===== src/rtl/riscv_pkg.sv =====
// rtl/riscv_pkg.sv - shared fetch-stage constants, defaults and state encoding
package riscv_pkg;

    localparam int WORDSIZE_DEFAULT         = 64;
    localparam int INSTRUCTION_SIZE_DEFAULT = 32;

    localparam logic [31:0] NOP_INSTR          = 32'h0000_0013;
    localparam logic [31:0] HALT_INSTR_DEFAULT = 32'h0000_0073;

    typedef enum logic [1:0] {
        ST_RUN   = 2'd0,
        ST_HALT  = 2'd1,
        ST_ERROR = 2'd2
    } fetch_state_t;

endpackage


===== src/rtl/program_counter.sv =====
// rtl/program_counter.sv - PC register with load, advance and hold
module program_counter #(
    parameter int                   WORDSIZE = 64,
    parameter logic [WORDSIZE-1:0]  RESET_PC = '0,
    parameter logic [WORDSIZE-1:0]  PC_STEP  = 4
) (
    input  logic                clk,
    input  logic                rst_n,
    input  logic                load,
    input  logic [WORDSIZE-1:0] load_value,
    input  logic                advance,
    output logic [WORDSIZE-1:0] pc
);

    // Load wins over advance; neither asserted means hold. Advance wraps naturally.
    always_ff @(posedge clk or negedge rst_n) begin
        if (!rst_n) begin
            pc <= RESET_PC;
        end else if (load) begin
            pc <= load_value;
        end else if (advance) begin
            pc <= pc + PC_STEP;
        end
    end

endmodule


===== src/rtl/instruction_fetch.sv =====
// rtl/instruction_fetch.sv - fetch stage: PC, IF/ID register, stall/redirect/halt control
module instruction_fetch
    import riscv_pkg::*;
#(
    parameter int                           WORDSIZE         = WORDSIZE_DEFAULT,
    parameter int                           INSTRUCTION_SIZE = INSTRUCTION_SIZE_DEFAULT,
    parameter logic [WORDSIZE-1:0]          RESET_PC         = '0,
    parameter logic [WORDSIZE-1:0]          PC_STEP          = 4,
    parameter logic [INSTRUCTION_SIZE-1:0]  HALT_INSTR       = HALT_INSTR_DEFAULT
) (
    input  logic                        clk,
    input  logic                        rst_n,
    input  logic                        stall,
    input  logic                        redirect,
    input  logic [WORDSIZE-1:0]         redirect_target,
    output logic [WORDSIZE-1:0]         imem_addr,
    input  logic [INSTRUCTION_SIZE-1:0] imem_instruction,
    output logic                        id_valid,
    output logic [WORDSIZE-1:0]         id_pc,
    output logic [INSTRUCTION_SIZE-1:0] id_instruction,
    output logic                        halted,
    output logic                        fetch_error
);

    localparam logic [INSTRUCTION_SIZE-1:0] NOP = INSTRUCTION_SIZE'(NOP_INSTR);

    fetch_state_t        state, next_state;
    logic [WORDSIZE-1:0] pc;
    logic                pc_load, pc_advance;
    logic                id_capture, id_flush;

    program_counter #(
        .WORDSIZE (WORDSIZE),
        .RESET_PC (RESET_PC),
        .PC_STEP  (PC_STEP)
    ) u_program_counter (
        .clk        (clk),
        .rst_n      (rst_n),
        .load       (pc_load),
        .load_value (redirect_target),
        .advance    (pc_advance),
        .pc         (pc)
    );

    assign imem_addr   = pc;
    assign halted      = (state == ST_HALT);
    assign fetch_error = (state == ST_ERROR);

    always_ff @(posedge clk or negedge rst_n) begin
        if (!rst_n) begin
            state <= ST_RUN;
        end else begin
            state <= next_state;
        end
    end

    always_comb begin
        next_state = state;
        pc_load    = 1'b0;
        pc_advance = 1'b0;
        id_capture = 1'b0;
        id_flush   = 1'b0;
        case (state)
            ST_RUN: begin
                if (redirect) begin
                    // Redirect beats stall: the wrong-path word in IF/ID must go.
                    id_flush = 1'b1;
                    if (redirect_target[1:0] == 2'b00) begin
                        pc_load = 1'b1;
                    end else begin
                        next_state = ST_ERROR;
                    end
                end else if (!stall) begin
                    id_capture = 1'b1;
                    if (imem_instruction == HALT_INSTR) begin
                        next_state = ST_HALT;
                    end else begin
                        pc_advance = 1'b1;
                    end
                end
            end
            ST_HALT: begin
                // The halt word stays in ID while the decoder is stalled on it.
                id_flush = !stall;
            end
            ST_ERROR: begin
                id_flush = 1'b1;
            end
            default: begin
                next_state = ST_ERROR;
                id_flush   = 1'b1;
            end
        endcase
    end

    always_ff @(posedge clk or negedge rst_n) begin
        if (!rst_n) begin
            id_valid       <= 1'b0;
            id_pc          <= '0;
            id_instruction <= NOP;
        end else if (id_flush) begin
            id_valid       <= 1'b0;
            id_pc          <= '0;
            id_instruction <= NOP;
        end else if (id_capture) begin
            id_valid       <= 1'b1;
            id_pc          <= pc;
            id_instruction <= imem_instruction;
        end
    end

endmodule


===== config.mk =====
export PLATFORM = sky130hd
export DESIGN_NAME = instruction_fetch
export DESIGN_NICKNAME = d
export VERILOG_FILES = /design/src/rtl/riscv_pkg.sv /design/src/rtl/program_counter.sv /design/src/rtl/instruction_fetch.sv
export SDC_FILE = /design/constraint.sdc
export NUM_CORES = 1
export LEC_CHECK = 0
export BUFFER_PORTS_ARGS = -buffer_cell sky130_fd_sc_hd__buf_4
export CAP_MARGIN = 0
export CORE_MARGIN = 3
export CORE_UTILIZATION = 50
export DETAILED_ROUTE_END_ITERATION = 10
export PLACE_DENSITY = 0.8
export SLEW_MARGIN = 25
export SYNTH_ARGS = -nofsm -noshare
export SYNTH_HDL_FRONTEND = slang
export SYNTH_HIERARCHICAL = 1
export SYNTH_SLANG_ARGS = --single-unit

===== constraint.sdc =====
create_clock -name clk -period 4 [get_ports clk]
set_clock_uncertainty 0.2 [all_clocks]
set_input_delay 0.4 -clock clk [delete_from_list [all_inputs] [get_ports clk]]
set_output_delay 0.4 -clock clk [all_outputs]
set_load 0.02 [all_outputs]

==> flow_summary.json, run 1 <==
{
  "synth_cell_types": 53,
  "netlist_area_um2": 7490,
  "grt_pass1_wl_mm": 36.2,
  "worstMarginPinSlew_ns": 0.947,
  "gp_congestion": 0.861,
  "crit_required_ns": 4.15,
  "synth_nets": 778,
  "synth_top_area_share_pct": 53.5,
  "synth_commonest_cells": "160 x dfrtp_1, 94 x a22o_1, 72 x nand2_1",
  "fin_crit_sh_pct": 84.2,
  "worst-path-buf-inv": 2,
  "cts_tree": "yes",
  "whs_ns": 0.0101,
  "hold_class": "in2reg",
  "yosysMostFrequentCell": "dfrtp_1",
  "grt_pass1_vias": 6846,
  "row_count": 44,
  "syn_inst": 674,
  "die_width_um": 128,
  "yosys-top-cells-area": "dfrtp_1 53%, a22o_1 11%, xor2_1 3.7%, nand2_1 3.6%, o21ai_0 3.5%",
  "wl_per_cell_um": 19.9,
  "start_util_pct": 51.3,
  "die-height_um": 128,
  "synth_adder_area_share_pct": 0.669,
  "grt-ovfl-total": 0,
  "min-delay-start": "imem_instruction[28]",
  "dp_slack_ns": 0.640,
  "setup_viol": 0,
  "antenna_found_initial": 0,
  "clk_transition_reported_paths_ns": 0.06,
  "p_leak_nw": 5.16,
  "synth_top_family_by_area": "simple AND/OR/NAND/NOR gates",
  "critical_path.max_fanout": 7,
  "drcViolationCount": 0,
  "track_usage_pct": 28.0,
  "drt-pass1-iter-count": 7,
  "cp_slowest_cell": "or4_1",
  "htree_levels": 4,
  "critPathKind": "reg2reg",
  "fmax_mhz": 297,
  "layout.nets": 1102,
  "synthSimpleGateAreaFrac_pct": 17.5,
  "synth_compound_area_share_pct": 17.1,
  "ys_warn_count": 6,
  "synth-async-reset-ratio_pct": 100,
  "slew_headroom_pct": 36.9,
  "syn_avg_cell_area_um2": 11.1,
  "fin_ws_ns": 0.631,
  "cts_buffers": 17,
  "synth_mux_area_share_pct": 1.00,
  "fin_setup_tns_ns": 0,
  "arrival_ns": 3.52,
  "drt_iter0_markers": 538,
  "drt_wl_total_mm": 23.7,
  "vias": 7033,
  "cap_violations": 0,
  "vias_per_cell": 5.89,
  "yosys.area.top_type": "dfrtp_1",
  "final.fill_count": 986,
  "die-area_um2": 16500,
  "areaGrowthSynthToFinish_pct": 45.5,
  "hold_viol": 0,
  "antenna_left": 0,
  "ys_ff_latch": 163,
  "place_hpwl_mm": 15.3,
  "drive_gt1_share_pct": 32.3,
  "cts.sinks": 163,
  "finalMaxSlewViolations": 0,
  "clock_path_buffers": 2,
  "ioPinCount": 263,
  "critPathCaptureType": "flip-flop",
  "yosysSeqAreaShare_pct": 54.5,
  "crit_chain": "inv_1, ha_1, or3b_4, o21ba_2, nand3_1, nor4_2, buf_4, nand4_1, or4_1, a31oi_1",
  "regToRegStartpoint": "state[0]",
  "clock_latency_ns": 0.43,
  "io_buffers": 262,
  "cp_top_family": "simple AND/OR/NAND/NOR gates",
  "p_per_area_nw_per_um2": 327,
  "max_stage_delay_ns": 0.53,
  "synth_flop_cell": "dfrtp_1",
  "grt_max_degree": 106,
  "status": "completed",
  "rsz0062_at_grt": "false",
  "fin_crit_ns": 3.37,
  "cts_root_buffer": "clkbuf_16",
  "coreArea_um2": 14600,
  "synth_xor_area_share_pct": 5.62,
  "finalPower_mw": 3.56,
  "crit_start": "state[0]",
  "diodes": 0,
  "peakVddDrop_mv": 0.269,
  "synth_enable_flop_cells": 0,
  "startpoint_type": "flip-flop"
}
## logic make-up (layout without fill, tap and decap cells)
group,after synthesis,count (layout)
XOR/XNOR,48,48
AO/OA/AOI/OAI,173,173
AND/OR/NAND/NOR,234,234
adder cells (fa/ha/maj),4,4
buffers and inverters,45,382
multiplexers,7,7
flip-flops,163,163
## placed cells by master, fill, tap and decap left out, types with 17 or more instances in the layout
master / n
nand2_1: 72
clkbuf_16: 17
buf_4: 269
dfrtp_1: 160
nor2_1: 26
nand4_1: 37
o21ai_0: 53
nand3_1: 23
a22o_1: 94
xor2_1: 32
dlygate4sd3_1: 69
## state kept, by name (all words and copies together), names as in the netlist
register	count
u_program_counter/pc	64
id_valid	1
id_pc	64
state	2
id_instruction	32
## final timing paths
check	to	slack [ns]	cells past startpoint
worst max-delay path	u_program_counter/pc[60]	0.63	10
worst min-delay path	id_instruction[28]	0.01	2
worst max register to register	u_program_counter/pc[60]	0.63	10
worst min register to register	id_valid	0.28	1
max in group asynchronous	id_pc[14]	2.25	3
min in group asynchronous	id_instruction[31]	0.41	2
## area by class of cell
cell class	instances	area, um2	area share, %
flip-flops and latches	163	4080	37.5
inverters	9	33.8	0.310
repair buffers	341	2750	25.3
clock inverters	7	119	1.09
clock buffers	25	515	4.73
multi-input cells	466	3160	29.0
well taps	184	230	2.11
## layer usage
layer | track usage, % | part of all wire [%] | up-vias
met5 | 0 | 0 | -
met4 | 9.30 | 1.8 | 0
met3 | 8.09 | 7.9 | 30
met2 | 45.4 | 49 | 318
met1 | 36.4 | 41 | 3519
li1 | - | - | 3166
## power by group
| part | switching, mW | internal [mW] |
|---|---|---|
| Combinational | 0.0689 | 0.109 |
| Sequential | 0 | 1.65 |
| Clock | 0.649 | 1.08 |
## metrics by stage
| step | util, % | instances | cell area (um2) |
|---|---|---|---|
| CTS | 74.1 | 1187 | 10800 |
| global placement | 65.4 | 1093 | 9550 |
| global route | 74.7 | 1195 | 10900 |
| finish | 74.7 | 1195 | 10900 |
| detailed placement | 65.6 | 1094 | 9570 |
| floorplan | - | 674 | 7490 |
## what timing repair did
action,4_1_cts,5_1_grt
setup buffers,0,0
hold buffers,61,8
gates resized for setup,0,0
endpoints found under the hold margin,147,8
(Power assumes the default switching activity.)
==> inputs of run 2 (changes only) <==
- ABC_AREA: unset -> 1
- CORE_UTILIZATION: 50 -> 52
- PLACE_DENSITY: 0.8 -> 0.81
- clock period: 4 -> 3.35 ns (I/O delays scaled with it)
==> run 2 against run 1 <==
Net effect:
- power increased by 22%
- global-route usage is 5.4 points higher
- sequential cell count did not move
- the run now ends with negative hold slack left
- die area is 11% higher
- via count is 32% higher
- final cell count rose by 44%
- cell area grew 12%
- sequential share of layout area is 4.0 points lower
- clock power rose by 23%
- register-to-register slack improved by 0.29 ns
- largest power group unchanged
==> flow_summary.json, run 2 <==
{
  "cap_violations": 0,
  "grt-ovfl-total": 0,
  "busiest_layer": "met2",
  "regToRegStartpoint": "state[0]",
  "cts-resized-gates": 0,
  "io_buffers": 262,
  "startpoint_type": "primary input",
  "layout.nets": 1594,
  "netlist_area_um2": 8650,
  "vias": 9254,
  "synth_flop_cell": "dfrtp_1",
  "grt_max_degree": 67,
  "grt_pass1_vias": 9043,
  "synth_nets": 1266,
  "worstMarginPinSlew_ns": 0.863,
  "slew_headroom_pct": 42.4,
  "fin_crit_ns": 2.55,
  "drt_iter0_markers": 655,
  "fmax_mhz": 392,
  "antenna_found_initial": 0,
  "htree_levels": 4,
  "die-area_um2": 18200,
  "status": "complete, but fails checks",
  "setup_viol": 0,
  "ioPinCount": 263,
  "cts_tree": "yes",
  "syn_inst": 1162,
  "place_hpwl_mm": 21.2,
  "p_per_area_nw_per_um2": 355,
  "row_count": 46,
  "synth_cell_types": 32,
  "clk_transition_reported_paths_ns": 0.07,
  "rrSetupSlack_ns": 0.92,
  "start_util_pct": 53.9,
  "drt-pass1-iter-count": 5,
  "syn_avg_cell_area_um2": 7.44,
  "min_to": "u_program_counter/pc[17]",
  "synth_enable_flop_cells": 0,
  "mostFrequentLayoutCell": "nand2_1",
  "use_met3_pct": 7.12,
  "arrival_ns": 2.62,
  "peakVddDrop_mv": 0.342,
  "final_cell_mix": "473 x nand2_1, 268 x buf_4, 160 x dfrtp_1, 122 x nor2_1, 102 x inv_1",
  "violations": "negative hold slack",
  "finalPower_mw": 4.34,
  "crit_chain": "dlygate4sd3_1, buf_4, inv_1, nand2_1, nor2_1, nand2_1, nor2_1, a21oi_1, inv_1, nor2_2, inv_1, o221ai_1",
  "grtUsageMet1_pct": 44.3,
  "vias_per_cell": 5.38,
  "p_leak_nw": 6.31,
  "regArea_um2": 4080,
  "diodes": 0,
  "r2r-end": "u_program_counter/pc[31]",
  "cp_slowest_cell": "inv_1",
  "grt.met2_usage_pct": 55.5,
  "min-delay-start": "redirect_target[17]",
  "cts.sinks": 163,
  "critPathKind": "in2reg",
  "clock_path_buffers": 2,
  "fin_ws_ns": 0.796,
  "synth_commonest_cells": "473 x nand2_1, 160 x dfrtp_1, 124 x nor2_1",
  "gp_congestion": 0.954,
  "areaGrowthSynthToFinish_pct": 41.2,
  "whs_ns": -0.0163,
  "yosysMostFrequentCell": "nand2_1",
  "final.fill_count": 1176,
  "yosysSeqAreaShare_pct": 47.2,
  "critPathCaptureType": "flip-flop",
  "grt_pass1_wl_mm": 48.3,
  "synth-async-reset-ratio_pct": 100,
  "fin_util_pct": 76.0,
  "rsz0062_at_grt": "false",
  "finalMaxSlewViolations": 0,
  "holdPathStages": 3,
  "yosys-top-cells-area": "dfrtp_1 46%, nand2_1 21%, nor2_1 5.4%, a22oi_1 4.5%, inv_1 4.5%",
  "max_stage_delay_ns": 0.59,
  "fin_setup_tns_ns": 0,
  "antenna_left": 0,
  "top_regs": "id_pc (64), u_program_counter/pc (64), id_instruction (32)",
  "dp_slack_ns": 0.855,
  "ys_warn_count": 6,
  "multi_input_area_um2": 3990,
  "ys_ff_latch": 163,
  "wl_per_cell_um": 17.7,
  "crit_required_ns": 3.42,
  "die-height_um": 135,
  "cts_root_buffer": "clkbuf_16",
  "fin_crit_sh_pct": 76.2,
  "cts_buffers": 17,
  "die_width_um": 135,
  "hold_class": "in2reg",
  "synth_top_area_share_pct": 46.3,
  "critical_path.max_fanout": 25,
  "r2r_cells": 10,
  "drcViolationCount": 0,
  "hold_viol": 1,
  "yosys.area.top_type": "dfrtp_1",
  "clock_latency_ns": 0.43,
  "drt_wl_total_mm": 30.5,
  "track_usage_pct": 33.4,
  "drive_gt1_share_pct": 22.5,
  "crit_top_cell": "inv_1",
  "coreArea_um2": 16100
}
==> run 2: changes by cell type after synthesis, sizes merged, moves of 18 or more <==
cell	change
nand2	+409
nor2	+110
inv	+95
a22o	-94
a22oi	+52
nand3	+36
nand4	-30
nor4	-20
xor2	-18
==> run 2: critical path: cells and delay by family <==
| family | cells | cell delay (ns) |
|---|---|---|
| buffers and inverters | 5 | 1.42 |
| AND/OR/NAND/NOR | 5 | 0.45 |
| AO/OA/AOI/OAI | 2 | 0.40 |
==> run 2: how the worst max path moves through the flow <==
stage,to,startpoint,depth (start not counted)
after floorplan,u_program_counter/pc[56],u_program_counter/pc[3],10
after global placement,u_program_counter/pc[7],imem_instruction[28],11
after detailed placement,u_program_counter/pc[5],imem_instruction[28],11
after CTS,u_program_counter/pc[5],imem_instruction[8],12
after global routing,u_program_counter/pc[5],imem_instruction[23],12
final,u_program_counter/pc[5],imem_instruction[7],12
==> run 2: where the power goes <==
| group | internal (mW) | switching [mW] | total, mW |
|---|---|---|---|
| combinational | 0.144 | 0.112 | 0.256 |
| clock | 1.28 | 0.837 | 2.12 |
| sequential | 1.97 | 0.0000000000000000591 | 1.97 |
| total | 3.39 | 0.949 | 4.34 |
==> run 2: metrics by stage <==
stage / area (um2) / hold slack (ns) / std cells
detailed placement: 10800 / 0.146 / 1610
CTS: 12200 / 0.00246 / 1719
finish: 12200 / -0.0163 / 1719
floorplan: 8650 / -0.161 / 1162
global placement: 10800 / 0.149 / 1610
global route: 12200 / 0.00790 / 1719
==> run 2: cell type report <==
class | count | share of cell area (%)
Clock inverter | 14 | 1.65
Sequential cell | 163 | 33.4
Tap cell | 216 | 2.21
Timing Repair Buffer | 348 | 23.2
Inverter | 104 | 3.20
Multi-Input combinational cell | 856 | 32.7
Clock buffer | 18 | 3.60
==> run 2: logic make-up (layout without fill, tap and decap cells) <==
| family | Yosys count | in the layout | synth area share (%) |
|---|---|---|---|
| compound gates | 137 | 137 | 10.2 |
| xor+xnor | 25 | 25 | 2.53 |
| mux | 2 | 2 | 0.260 |
| simple gates | 688 | 688 | 32.4 |
| flops | 163 | 163 | 47.2 |
| buf+inv | 143 | 484 | 6.81 |
| fa+ha+maj | 4 | 4 | 0.579 |
==> run 2: repair_timing <==
item | CTS | global route
endpoints found under the hold margin | 135 | 0
hold buffers | 77 | 0
buffers inserted | 0 | 0
setup endpoints to repair | 0 | 0
==> run 2: per-layer routing <==
metal | share of wire [%] | vias to the layer above
met5 | 0 | -
met4 | 2.5 | 0
met3 | 9.2 | 62
met2 | 48 | 466
met1 | 40 | 4382
li1 | - | 4344
==> inputs of run 3 (changes only) <==
- clock period: 3.35 -> 2.4 ns (I/O delays scaled with it)
==> run 3 against run 2 <==
Net effect:
- the flow now finishes without violations
- first-iteration DRC count increased by 56%
- sequential share of layout area decreased by 0.98 points
- clock-buffer cell count increased by 2
- setup slack got worse by 0.79 ns
- final cell count increased by 1.9%
- critical path depth increased by 1
- power increased by 40%
- combinational power increased by 59%
- cell area increased by 3.0%
- register-to-register slack got worse by 0.81 ns
- largest cell class unchanged
==> flow_summary.json, run 3 (synthesis gave the netlist of run 2 again) <==
{
  "die-area_um2": 18200,
  "crit_chain": "dlygate4sd3_1, buf_4, inv_1, nand2_1, nor2_1, nand2_1, nor2_1, a21oi_2, nor2_4, buf_4, clkbuf_16, a22oi_1, nand2_1",
  "grt-ovfl-total": 0,
  "antenna_found_initial": 1,
  "max_stage_delay_ns": 0.55,
  "vias": 9712,
  "antenna_left": 0,
  "htree_levels": 4,
  "finalMaxSlewViolations": 0,
  "drt_iter0_markers": 1019,
  "fmax_mhz": 419,
  "clock_path_buffers": 2,
  "clock_latency_ns": 0.44,
  "critPathCaptureType": "flip-flop",
  "worstMarginPinSlew_ns": 0.870,
  "top_regs": "id_pc (64), u_program_counter/pc (64), id_instruction (32)",
  "die-height_um": 135,
  "peakVddDrop_mv": 0.466,
  "crit_required_ns": 2.57,
  "fin_crit_ns": 2.39,
  "coreArea_um2": 16100,
  "slew_headroom_pct": 41.9,
  "whs_ns": 0.0437,
  "cts_root_buffer": "clkbuf_16",
  "instances_no_fill": 1751,
  "setup_viol": 0,
  "io_buffers": 262,
  "drt_wl_total_mm": 33.2,
  "status": "completed",
  "p_per_area_nw_per_um2": 483,
  "place_hpwl_mm": 22.1,
  "mostFrequentLayoutCell": "nand2_1",
  "grt_max_degree": 60,
  "track_usage_pct": 35.5,
  "wl_per_cell_um": 19.0,
  "start_util_pct": 53.9,
  "drt-pass1-iter-count": 8,
  "ioPinCount": 263,
  "grt_pass1_wl_mm": 50.6,
  "grt_pass1_vias": 9319,
  "fin_crit_sh_pct": 99.5,
  "final_cell_mix": "473 x nand2_1, 271 x buf_4, 160 x dfrtp_1, 122 x nor2_1, 102 x inv_1",
  "clk_transition_reported_paths_ns": 0.07,
  "cts_tree": "yes",
  "startpoint_type": "primary input",
  "gp_congestion": 1.03,
  "areaGrowthSynthToFinish_pct": 45.4,
  "hold_class": "in2reg",
  "die_width_um": 135,
  "arrival_ns": 2.56,
  "hold_viol": 0,
  "critPathKind": "in2reg",
  "drcViolationCount": 0,
  "drive_gt1_share_pct": 22.7,
  "cp_slowest_cell": "dlygate4sd3_1",
  "cts.sinks": 163,
  "cts_buffers": 17,
  "cap_violations": 0,
  "critical_path.max_fanout": 29,
  "vias_per_cell": 5.55,
  "crit_top_cell": "nand2_1",
  "row_count": 46,
  "placedCellCount": 1618,
  "p_leak_nw": 6.47,
  "fin_setup_tns_ns": 0,
  "layout.nets": 1625
}
[run 3: changes by cell type in the layout (fill, tap and decap cells not counted), moves of 2 or more]
| cell | previous run | this run |
|---|---|---|
| dlygate4sd3_1 | 77 | 98 |
| clkinv_2 | 2 | 0 |
| inv_6 | 1 | 4 |
| buf_4 | 268 | 271 |
| buf_12 | 2 | 8 |
[run 3: where the power goes]
group	switching, mW	total (mW)	internal, mW
logic	0.176	0.406	0.230
clock network	1.21	2.93	1.72
registers	0.0000000000000000861	2.75	2.75
[run 3: through the flow]
step                setup slack (ns)  util [%]  area (um2)  power, mW
floorplan                      0.476         -        8650       2.85
global placement               0.264      68.1       10900       3.05
detailed placement             0.187      68.1       10900       3.06
CTS                            0.101      78.1       12500       6.07
global route                -0.00684      78.3       12600       6.24
finish                        0.0110      78.3       12600       6.08
[run 3: final cells by class]
type                       instances  area (um2)
clock inverter                    12         168
antenna                            1        2.50
fill                            1129        3480
sequential                       163        4080
clock buffer                      20         457
multi-input combinational        856        4000
tap                              216         270
timing repair buffer             379        3210
inverter                         104         390
[run 3: what timing repair did]
item / in CTS / in global routing
endpoints found under the setup margin: 0 / 6
hold buffers: 98 / 0
buffers inserted: 0 / 1
endpoints found under the hold margin: 199 / 0
resized for setup: 0 / 1
[run 3: routing by layer]
metal	global-route usage [%]	part of all wire [%]	vias to the layer above
met5	0	0	-
met4	12.6	3.3	0
met3	7.82	9.4	97
met2	59.6	48	591
met1	45.7	39	4618
li1	-	-	4406
[run 3: worst max-delay path, delay by kind of cell]
kind                   cells  cell delay, ns
buffers and inverters      5            1.14
and+or+nand+nor            6            0.89
AOI/OAI and AO/OA          2            0.26
[run 3: path summary, 6_finish.rpt]
path	startpoint	end	slack, ns	cells after the start
min in group asynchronous	rst_n	id_pc[30]	0.11	2
worst max register to register	state[0]	u_program_counter/pc[34]	0.11	11
worst min-delay path	redirect	state[0]	0.04	4
worst min register to register	id_pc[18]	id_pc[18]	0.27	2
max in group asynchronous	rst_n	id_instruction[4]	1.17	3
worst max-delay path	imem_instruction[29]	u_program_counter/pc[35]	0.01	13
